`src/rtl/ring_decode_monitor_if.sv`:
```
// Ring sample bus: a source drives qualified one-hot ring samples and the
// monitor returns the decoded index, error pulses, lock status and counters.
interface ring_decode_monitor_if #(
    parameter int CNT_W = 8
);
    logic             ring_vld;
    logic [3:0]       ring_in;
    logic [1:0]       idx;
    logic             idx_vld;
    logic             onehot_err;
    logic             seq_err;
    logic             locked;
    logic [CNT_W-1:0] err_cnt;
    logic [CNT_W-1:0] wrap_cnt;

    modport master (
        output ring_vld, ring_in,
        input  idx, idx_vld, onehot_err, seq_err, locked, err_cnt, wrap_cnt
    );

    modport slave (
        input  ring_vld, ring_in,
        output idx, idx_vld, onehot_err, seq_err, locked, err_cnt, wrap_cnt
    );
endinterface

```
`src/rtl/ring_decode_monitor.sv`:
```
// Decodes a 4-bit rotate-left one-hot ring counter, checks that each sample
// advances by exactly one position, and tracks lock plus error/wrap counts.
//
// state    | meaning
// ---------+-----------------------------------------------------------
// UNLOCKED | no predecessor; next one-hot sample starts a run
// ACQUIRE  | counting consecutive legal advances towards LOCK_LEN
// LOCKED   | ring verified; any error drops back to UNLOCKED
module ring_decode_monitor #(
    parameter int LOCK_LEN = 4,
    parameter int CNT_W    = 8
) (
    input  logic                  clk,
    input  logic                  rst,
    ring_decode_monitor_if.slave  bus
);
    typedef enum logic [1:0] {
        UNLOCKED = 2'd0,
        ACQUIRE  = 2'd1,
        LOCKED   = 2'd2
    } state_t;

    localparam logic [3:0]       LOCK_LEN_C = 4'(LOCK_LEN);
    localparam logic [CNT_W-1:0] CNT_MAX    = {CNT_W{1'b1}};
    localparam logic [CNT_W-1:0] CNT_ONE    = CNT_W'(1);

    state_t           state_q;
    logic [3:0]       run_q;
    logic [1:0]       idx_q;
    logic             idx_vld_q;
    logic             onehot_err_q;
    logic             seq_err_q;
    logic             locked_q;
    logic [CNT_W-1:0] err_cnt_q;
    logic [CNT_W-1:0] wrap_cnt_q;

    logic             is_onehot;
    logic [1:0]       dec;
    logic             legal;
    logic [3:0]       run_inc;
    logic [CNT_W-1:0] err_cnt_inc;
    logic [CNT_W-1:0] wrap_cnt_inc;

    always_comb begin
        is_onehot = 1'b0;
        dec       = 2'd0;
        case (bus.ring_in)
            4'b0001: begin is_onehot = 1'b1; dec = 2'd0; end
            4'b0010: begin is_onehot = 1'b1; dec = 2'd1; end
            4'b0100: begin is_onehot = 1'b1; dec = 2'd2; end
            4'b1000: begin is_onehot = 1'b1; dec = 2'd3; end
            default: begin is_onehot = 1'b0; dec = 2'd0; end
        endcase
    end

    // idx_q doubles as the predecessor; it is only meaningful outside UNLOCKED.
    assign legal        = (dec == (idx_q + 2'd1));
    assign run_inc      = run_q + 4'd1;
    assign err_cnt_inc  = (err_cnt_q  == CNT_MAX) ? err_cnt_q  : err_cnt_q  + CNT_ONE;
    assign wrap_cnt_inc = (wrap_cnt_q == CNT_MAX) ? wrap_cnt_q : wrap_cnt_q + CNT_ONE;

    always_ff @(posedge clk) begin
        if (rst) begin
            state_q      <= UNLOCKED;
            run_q        <= 4'd0;
            idx_q        <= 2'd0;
            idx_vld_q    <= 1'b0;
            onehot_err_q <= 1'b0;
            seq_err_q    <= 1'b0;
            locked_q     <= 1'b0;
            err_cnt_q    <= '0;
            wrap_cnt_q   <= '0;
        end else begin
            idx_vld_q    <= 1'b0;
            onehot_err_q <= 1'b0;
            seq_err_q    <= 1'b0;
            if (bus.ring_vld) begin
                if (!is_onehot) begin
                    onehot_err_q <= 1'b1;
                    err_cnt_q    <= err_cnt_inc;
                    state_q      <= UNLOCKED;
                    run_q        <= 4'd0;
                    locked_q     <= 1'b0;
                end else begin
                    idx_q     <= dec;
                    idx_vld_q <= 1'b1;
                    case (state_q)
                        UNLOCKED: begin
                            state_q <= ACQUIRE;
                            run_q   <= 4'd0;
                        end
                        ACQUIRE: begin
                            if (legal) begin
                                run_q <= run_inc;
                                if (run_inc == LOCK_LEN_C) begin
                                    state_q  <= LOCKED;
                                    locked_q <= 1'b1;
                                end
                            end else begin
                                // Restart the run from this sample; stay in ACQUIRE.
                                seq_err_q <= 1'b1;
                                err_cnt_q <= err_cnt_inc;
                                run_q     <= 4'd0;
                            end
                        end
                        LOCKED: begin
                            if (legal) begin
                                if (idx_q == 2'd3) begin
                                    wrap_cnt_q <= wrap_cnt_inc;
                                end
                            end else begin
                                seq_err_q <= 1'b1;
                                err_cnt_q <= err_cnt_inc;
                                state_q   <= UNLOCKED;
                                run_q     <= 4'd0;
                                locked_q  <= 1'b0;
                            end
                        end
                        default: begin
                            state_q  <= UNLOCKED;
                            run_q    <= 4'd0;
                            locked_q <= 1'b0;
                        end
                    endcase
                end
            end
        end
    end

    assign bus.idx        = idx_q;
    assign bus.idx_vld    = idx_vld_q;
    assign bus.onehot_err = onehot_err_q;
    assign bus.seq_err    = seq_err_q;
    assign bus.locked     = locked_q;
    assign bus.err_cnt    = err_cnt_q;
    assign bus.wrap_cnt   = wrap_cnt_q;
endmodule

```
`src/flat_wrapper.sv`:
```
// flat-port wrapper written by rule: the top's interface ports become plain ports
module ring_decode_monitor_flat 
#(
    parameter int LOCK_LEN = 4,
    parameter int CNT_W    = 8
)
  (clk, rst, bus_ring_vld, bus_ring_in, bus_idx, bus_idx_vld, bus_onehot_err, bus_seq_err, bus_locked, bus_err_cnt, bus_wrap_cnt);
  ring_decode_monitor_if #(.CNT_W(CNT_W)) bus_i ();
  input  logic clk;
  input  logic rst;
  input wire logic [$bits(bus_i.ring_vld)-1:0] bus_ring_vld;
  input wire logic [$bits(bus_i.ring_in)-1:0] bus_ring_in;
  output wire logic [$bits(bus_i.idx)-1:0] bus_idx;
  output wire logic [$bits(bus_i.idx_vld)-1:0] bus_idx_vld;
  output wire logic [$bits(bus_i.onehot_err)-1:0] bus_onehot_err;
  output wire logic [$bits(bus_i.seq_err)-1:0] bus_seq_err;
  output wire logic [$bits(bus_i.locked)-1:0] bus_locked;
  output wire logic [$bits(bus_i.err_cnt)-1:0] bus_err_cnt;
  output wire logic [$bits(bus_i.wrap_cnt)-1:0] bus_wrap_cnt;
  assign bus_i.ring_vld = bus_ring_vld;
  assign bus_i.ring_in = bus_ring_in;
  assign bus_idx = bus_i.idx;
  assign bus_idx_vld = bus_i.idx_vld;
  assign bus_onehot_err = bus_i.onehot_err;
  assign bus_seq_err = bus_i.seq_err;
  assign bus_locked = bus_i.locked;
  assign bus_err_cnt = bus_i.err_cnt;
  assign bus_wrap_cnt = bus_i.wrap_cnt;
  ring_decode_monitor #(.LOCK_LEN(LOCK_LEN), .CNT_W(CNT_W)) u_core (.clk(clk), .rst(rst), .bus(bus_i));
endmodule
```
`config.mk`:
```
export PLATFORM = sky130hd
export DESIGN_NAME = ring_decode_monitor_flat
export DESIGN_NICKNAME = d
export VERILOG_FILES = /design/src/rtl/ring_decode_monitor_if.sv /design/src/rtl/ring_decode_monitor.sv /design/src/flat_wrapper.sv
export SDC_FILE = /design/constraint.sdc
export NUM_CORES = 1
export LEC_CHECK = 0
export ABC_CLOCK_PERIOD_IN_PS = 3180
export BUFFER_PORTS_ARGS = -buffer_cell sky130_fd_sc_hd__clkbuf_2
export CAP_MARGIN = 20
export CORE_ASPECT_RATIO = 1.75
export CORE_MARGIN = 3
export CORE_UTILIZATION = 56
export CTS_CLUSTER_SIZE = 10
export DETAILED_ROUTE_END_ITERATION = 8
export MAX_ROUTING_LAYER = met4
export PLACE_DENSITY = 0.79
export SYNTH_ARGS = -nofsm -noshare
export SYNTH_HDL_FRONTEND = slang
export SYNTH_SLANG_ARGS = --single-unit
export TNS_END_PERCENT = 30
```
`constraint.sdc`:
```
create_clock -name clk -period 3.18 [get_ports clk]
set_clock_uncertainty 0.2 [all_clocks]
set_input_delay 0.159 -clock clk [delete_from_list [all_inputs] [get_ports clk]]
set_output_delay 0.159 -clock clk [all_outputs]
set_load 0.02 [all_outputs]
```
==> flow_results.org, run 1 <==
** Logic synthesis
- Synthesis Warnings :: 0
- Summed over all instances, the cell type with the most area after synthesis is dfxtp_1.
- Area share of the leading cell type in the synthesized netlist :: 30.7%
- Fraction of registers with async set/reset :: 0%
- The cell count after synthesis came out at 205.
- The number of nets in the synthesized netlist is 221.
- Flop and latch count out of synthesis :: 28
- Top post-synthesis cells by area :: dfxtp_1 (31%), ha_1 (6.2%), a21oi_1 (4.9%), o31ai_1 (3.3%), or4_1 (3.3%)
- Post-Synthesis Mean Instance Area :: 8.90 µm²
- Most used DFF post-synth :: dfxtp_1
- The share of the Yosys chip area taken by registers is 30.7%.
- Number of distinct library cells after synthesis :: 58
- In this run the cell area of the synthesized design comes to 1820 µm².
- In this run, synthesis inferred 0 flip-flops with an integrated enable.

** Setup path
- Worst path top cell family by delay :: simple AND/OR/NAND/NOR gates
- The largest single stage delay on the critical path is 460 ps.
- Cells along the critical path :: ha_1 > and3b_2 > o21ai_0 > a41oi_2 > nor4_2 > mux2_4
- Data arrival at the endpoint of the critical path :: 2690 ps
- Worst Path Max Fanout :: 14
- Cell with the biggest individual delay on the critical path :: dfxtp_1
- Critical path class :: register to register
- Category of the worst setup path capture point :: register
- R2r startpoint :: u_core.bus.idx[0]
- Count of buffering cells on the critical path with inverters included :: 0
- The worst setup path is launched from a register.
- Reg-to-reg slack, setup :: 470 ps
- For the worst flop-to-flop path, the logic depth is 6.
- Capturing point of the worst reg2reg path :: u_core.bus.err_cnt[5]
- WP data required :: 3160 ps

** Detailed routing
- Via-to-Cell Ratio :: 6.17
- Number of detailed-routing iterations run before antenna repair :: 6
- The count of nets left with antenna violations once routing finished came out at 0.
- First DRT Iteration DRCs :: 38
- After detailed routing, the number of remaining DRC violations is 0.
- Wires add up to 3830 µm.
- Mean routed wirelength per cell :: 14.3 µm
- The routed layout has 1647 vias.

** Min path
- Worst Hold End :: u_core.bus.idx[0]
- The path class of the tightest hold or removal check is input port to register.
- Hold depth :: 2
- The startpoint identified for the worst hold timing path is bus_ring_vld.

** STA
- Adding up every negative setup slack in the final design gives 0 ps.
- The worst path in the final design needs a cycle of 2710 ps, including I/O delays and setup.
- FMAX :: 0.369 GHz
- The max-slew violation count came to 0.
- Final hold vios :: 0
- The final critical path takes up 85.1% of the cycle.
- The worst pin sits at a relative slew slack of 51.7%.
- Setup Viol. Count Final :: 0
- For the pin with the worst max-slew slack, the measured transition is 725 ps.
- RSZ-0062 raised after global routing :: no

** Finish
- The finished layout holds 267 standard cells, fillers aside.
- Cells with a size suffix above 1 make up 23.1% of the layout.
- Filler cell count :: 275
- Nets :: 242
- # diodes :: 0
- Area growth from synthesis to final layout :: 8.78%

** Clocking
- Number of setup buffers added after CTS :: 0
- Clock-pin slew was measured on the worst setup and hold paths at 100 ps.
- TritonCTS clock tree :: done
- Sink count of the clock tree :: 28
- Number of cells upsized or downsized after cts :: 0
- For the worst-skew pair, the clock arrives at the later sink with an insertion delay of 280 ps.
- In this run the number of H-tree levels came out at 1.
- The tree is rooted in a clkbuf_8.
- In this run, CTS created clock tree buffers numbering 3.
- In this run the deepest clock path goes through 2 buffers.
- CTS Hold Bufs :: 0

** Job
- The tool flagged a number of max-cap violations equal to 0.

** Die
- The floorplan has 26 rows.
- Area inside the core boundary :: 3030 µm²
- Area of the die :: 4010 µm²
- From left edge to right edge, the die measures 49.1 µm.
- Once the floorplan was initialized, standard cells occupied 60.3% of the core.
- Pin placement for this block handled 29 I/O pins.
- Die height :: 81.5 µm

** GRT
- Total overflow reported by the global router :: 0
- The initial antenna violation count was 0.
- The first global-routing pass estimated 6640 µm of wire.
- Largest net degree at the start of global routing :: 39
- Number of global-route vias before repair :: 1517
- Global routing used 21.1% of the available tracks across all layers.

** Power
- For this design the static power due to leakage is 0.720 nW.
- Pwr Density :: 368 nW/µm²
- Total power for the finished layout comes to 0.730 mW.
- IR analysis of the VDD net gives a maximum drop of 0.256 mV.

** Placed design
- Once detailed placement completed, the half-perimeter wirelength came to 2620 µm.
- Final estimated routing congestion in global placement :: 0.796
- Port buffering added 28 buffers.
- The number of placed instances, taps included, is 263.

** Outcome
- Status :: completed
-- layer usage --
| metal | vias to the layer above | track usage (%) | routed length, µm |
|---|---|---|---|
| met2 | 41 | 37.0 | 1920 |
| li1 | 826 | - | - |
| met1 | 770 | 23.4 | 1660 |
| met3 | 10 | 2.72 | 163 |
| met5 | - | - | 0 |
| met4 | 0 | 10.3 | 79 |
-- worst max path at each step --
| stage | slack (ps) | end | cells after the start | startpoint |
|---|---|---|---|---|
| 6_report | 470 | u_core.bus.err_cnt[5] | 6 | u_core.bus.idx[0] |
| 5_1_grt | 300 | u_core.bus.err_cnt[7] | 6 | u_core.bus.idx[0] |
| 4_1_cts | 480 | u_core.bus.err_cnt[5] | 6 | u_core.bus.idx[0] |
| 3_5_place_dp | 500 | u_core.bus.err_cnt[5] | 6 | u_core.bus.idx[0] |
| 3_3_place_gp | 580 | u_core.bus.err_cnt[7] | 6 | u_core.bus.idx[0] |
| 2_1_floorplan | 590 | u_core.bus.err_cnt[7] | 7 | u_core.bus.idx[0] |
-- cell usage in the layout, fill, tap and decap left out, types with 4 or more instances in the layout --
master / n
nor2b_1: 5
nand2_1: 10
nor3_1: 6
or4_1: 8
clkbuf_2: 28
nand3_1: 10
inv_1: 7
dfxtp_1: 28
a21oi_1: 18
nor2_1: 11
nand4_1: 4
ha_1: 9
o21ai_0: 11
nor4_2: 4
o31ai_1: 8
nand2b_1: 4
-- through the flow --
| stage | worst slack [ps] | hold WS, ps | cell area, µm² | utilization [%] |
|---|---|---|---|---|
| after floorplan | 594 | 153 | 1820 | - |
| after global placement | 580 | 274 | 1910 | 63.2 |
| after detailed placement | 496 | 271 | 1910 | 63.2 |
| after CTS | 482 | 31.3 | 1980 | 65.6 |
| after global routing | 302 | 66.1 | 1980 | 65.6 |
| final | 473 | 42.9 | 1980 | 65.6 |
-- final cells by class --
| cell class | count | area, µm² | area share (%) |
|---|---|---|---|
| clock buffers | 3 | 41.3 | 2.08 |
| well taps | 42 | 52.6 | 2.65 |
| inverters | 7 | 26.3 | 1.32 |
| clock inverters | 1 | 30.0 | 1.51 |
| multi-input cells | 156 | 1120 | 56.4 |
| flip-flops and latches | 28 | 561 | 28.2 |
| repair buffers | 30 | 155 | 7.82 |
-- logic make-up after synthesis --
logic type      count (synthesis)  synth area share [%]
flops                          28                  30.7
compound gates                 56                  21.6
buf+inv                        21                  7.96
mux                             6                  4.05
simple gates                   82                  28.1
xor+xnor                        3                  1.44
fa+ha+maj                       9                  6.17
-- synth_stat cells (5+ instances only) --
cell / count
nor2_1: 11
o21ai_0: 11
or4_1: 8
dfxtp_1: 28
nand2_1: 10
nor2b_1: 5
o31ai_1: 8
a21oi_1: 18
nand3_1: 10
ha_1: 9
buf_6: 5
nor3_1: 6
inv_1: 7
-- power by group --
group          total [mW]  internal, mW  leakage, nW  switching (mW)
sequential          0.360         0.355        0.226         0.00511
combinational      0.0830        0.0267        0.458          0.0563
clock               0.286         0.169       0.0357           0.117
-- state kept, by name, indices dropped and copies added (netlist names) --
register / count
u_core.bus.seq_err: 1
u_core.bus.idx_vld: 1
u_core.state_q: 2
u_core.bus.wrap_cnt: 8
u_core.bus.err_cnt: 8
u_core.bus.locked: 1
u_core.bus.onehot_err: 1
u_core.bus.idx: 2
u_core.run_q: 4
-- worst reg2reg max path, stage by stage (launching register included) --
cell and delay [ps]:
dfxtp_1 460, ha_1 330, and3b_2 240, o21ai_0 280, a41oi_2 360, nor4_2 410
mux2_4 330
(Power assumes the default switching activity.)
==> run 2, diff against run 1 <==
HOLD_SLACK_MARGIN = 0.06   (was default)
==> run 2 against run 1 <==
  * Non-clock buffer count rose by 1
  * Routed wire length up 0.29%
  * First-iteration DRC count unchanged
  * Cell count up 0.37%
  * Utilization increased by 0.33 points
  * Global-route usage about the same
  * Power about the same
  * Sequential share of layout area fell by 0.14 points
  * Hold slack improved by 77 ps
  * Via count down 0.30%
  * Critical path depth stayed put
  * Final area is 0.50% higher
==> flow_results.org, run 2 (synthesized netlist as in run 1, its figures left out) <==
** Outcome
- The run finished with clean final reports.

** Finish
- Post-route core utilization :: 65.9% (+0.33 points)
- Leaving out fill and tap cells, the most frequent cells in the layout are clkbuf_2 (28), dfxtp_1 (28), a21oi_1 (18).
- Area used by sequential logic in the layout :: 561 µm² (unchanged)
- The share of final-layout standard cells stronger than drive strength 1 was 23.0% (-0.10 points).
- Relative to the synthesized area, the layout overhead comes to 9.33%.
- The antenna diode instance count was 0 (unchanged).
- Number of standard cells in the layout, taps in and fillers out :: 268 (+0.37%)
- The combined area of the multi-input logic cells came to 1120 µm² (unchanged).
- The post-layout net count came to 243 (+0.41%).
- The final-layout fill cell count was 274 (-0.36%).

** Detailed routing
- Total DRC errors in the routed layout :: 0 (unchanged)
- The antenna violation net count after detailed routing was 0 (unchanged).
- First DRT Iteration DRCs :: 38 (unchanged)
- Top routing layer in use :: met4
- Number of detailed-routing iterations run before antenna repair :: 4 (-2)
- The via count normalized by instance count came to 6.13 (-0.68%).
- The average detailed-routed wire length per instance came to 14.3 µm (about the same).
- The wire length on met3 was 132 µm (-19%).
- The total via count in the routed design was 1642 (-0.30%).
- Met2 routed wirelength :: 1960 µm (+1.9%)
- The final routed wirelength across all metal layers is 3840 µm (+0.29%).
- The met1 wire length is 1670 µm (+0.97%).

** GRT
- Wire length of the first global-routing pass :: 6660 µm (+0.21%)
- The overall track demand over capacity in global routing came to 21.1% (+0.039 points).
- Total overflow reported by the global router :: 0 (unchanged)
- Largest net degree at the start of global routing :: 39 (unchanged)
- Number of global-route vias before repair :: 1520 (+0.20%)
- Antenna violations before repair :: 0 (unchanged)

** STA
- The worst slew margin relative to its limit is 52.7% (+1.0 points).
- Post-route minimum period :: 2700 ps (-11.7 ps)
- The fmax is 0.371 GHz (+0.44%).
- The slew at the pin closest to its max-slew limit is 710 ps (-15.0 ps).
- Final hold vios :: 0 (unchanged)
- Post-route fraction of the period consumed by the critical path :: 84.8% (-0.37 points)
- RSZ-0062 raised after global routing :: no
- The number of failing setup endpoints in the final timing report came to 0 (unchanged).
- The post-route worst hold slack came to 120 ps (+76.9 ps).
- Summed negative setup slack over all endpoints :: 0 ps (unchanged)
- The max-slew violation count was 0 (unchanged).

** Setup path
- The signal on the critical path passes through ha_1 > and3b_2 > o21ai_0 > a41oi_2 > nor4_2 > mux2_4.
- The required time of the critical path was 3160 ps (about the same).
- R2r startpoint :: u_core.bus.idx[0]
- Data arrival at the endpoint of the critical path :: 2670 ps (-20 ps)
- The count of buffering cells on the critical path with inverters included came to 0 (unchanged).
- Capturing point of the worst reg2reg path :: u_core.bus.err_cnt[5]
- STA classifies the critical path startpoint as a register.
- Delay of the slowest cell on the worst path :: 450 ps (about the same)
- Broken down by cell family, the worst path's largest delay share belongs to simple AND/OR/NAND/NOR gates.
- Depth of the critical timing path with buffers and inverters included :: 6 (unchanged)
- The number of cells traversed by the worst register-to-register path was 6 (unchanged).
- The top fanout value on the critical path is 14 (unchanged).
- Reg-to-reg slack, setup :: 480 ps (about the same)
- Critical path class :: register to register
- On the critical path, the stage with the largest delay is an instance of dfxtp_1.
- Category of the worst setup path capture point :: register

** Clocking
- TritonCTS clock tree :: done
- The count of buffers added by post-CTS timing repair for setup is 0 (unchanged).
- Number of cells upsized or downsized after cts :: 0 (unchanged)
- Later-pin clock latency in the skew report :: 280 ps (about the same)
- The number of buffers created by CTS is 3 (unchanged).
- The clock net sink count is 28 (unchanged).
- Worst-case clock buffer depth :: 2 (unchanged)
- The clock transition time at the flip-flop clock pins of the worst setup and hold paths is 100 ps (about the same).
- The tree is rooted in a clkbuf_8.
- CTS Hold Bufs :: 1 (+1)
- The maximum level of the CTS H-tree came to 1 (unchanged).

** Min path
- Hold crit path type :: input port to register
- The startpoint identified for the worst hold timing path is bus_ring_in[1].
- Hold depth :: 4 (+2)
- Worst Hold End :: u_core.bus.idx[1]

** Die
- Overall die width :: 49.1 µm (unchanged)
- The cell row count was 26 (unchanged).
- The die area was 4010 µm² (unchanged).
- IO Count :: 29 (unchanged)
- Area inside the core boundary :: 3030 µm² (unchanged)
- The floorplan die height came to 81.5 µm (unchanged).
- Initial Utilization :: 60.3% (unchanged)

** Power
- Pwr Density :: 366 nW/µm² (-0.44%)
- The total power draw is 0.730 mW (about the same).
- Maximum vdd drop :: 0.259 mV (+0.97%)
- Leakage Power :: 0.724 nW (+0.58%)

** Job
- The number of violations of the max-capacitance limit is 0 (unchanged).

** Placed design
- The number of placed instances, taps included came to 263 (unchanged).
- Final estimated routing congestion in global placement :: 0.796 (unchanged)
- Number of buffers added on ports :: 28 (unchanged)
- The half-perimeter wire length of the detailed placement result was 2620 µm (unchanged).
==> run 2: cell type report <==
class	instances	area share (%)
flip-flops and latches	28	28.1
clock inverters	1	1.51
clock buffers	3	2.07
inverters	7	1.32
multi-input cells	156	56.1
well taps	42	2.63
repair buffers	31	8.28
==> run 2: worst register-to-register path: cells and delay by family, from the launching register on <==
| family | cells | cell delay, ps |
|---|---|---|
| simple gates | 2 | 650 |
| compound gates | 2 | 640 |
| flops | 1 | 450 |
| fa+ha+maj | 1 | 330 |
| mux | 1 | 330 |
==> run 2: report_power, final <==
part	internal (mW)	switching [mW]	leakage (nW)
Clock	0.169	0.117	0.0357
Sequential	0.355	0.00498	0.226
Combinational	0.0275	0.0563	0.462
==> run 2: per-layer routing <==
metal / global-route usage, % / up-vias
li1: - / 829
met1: 23.5 / 772
met2: 37.0 / 33
met3: 2.72 / 8
met4: 10.3 / 0
met5: - / -
==> run 2: metrics by stage <==
step | setup WS, ps | area, µm²
after floorplan | 594 | 1820
after global placement | 580 | 1910
after detailed placement | 496 | 1910
after CTS | 482 | 1990
after global routing | 302 | 1990
final | 484 | 1990
==> run 2: worst max-delay path by stage <==
stage / end / slack [ps] / start
global route: u_core.bus.err_cnt[7] / 300 / u_core.bus.idx[0]
floorplan: u_core.bus.err_cnt[7] / 590 / u_core.bus.idx[0]
finish: u_core.bus.err_cnt[5] / 480 / u_core.bus.idx[0]
global placement: u_core.bus.err_cnt[7] / 580 / u_core.bus.idx[0]
CTS: u_core.bus.err_cnt[5] / 480 / u_core.bus.idx[0]
detailed placement: u_core.bus.err_cnt[5] / 500 / u_core.bus.idx[0]
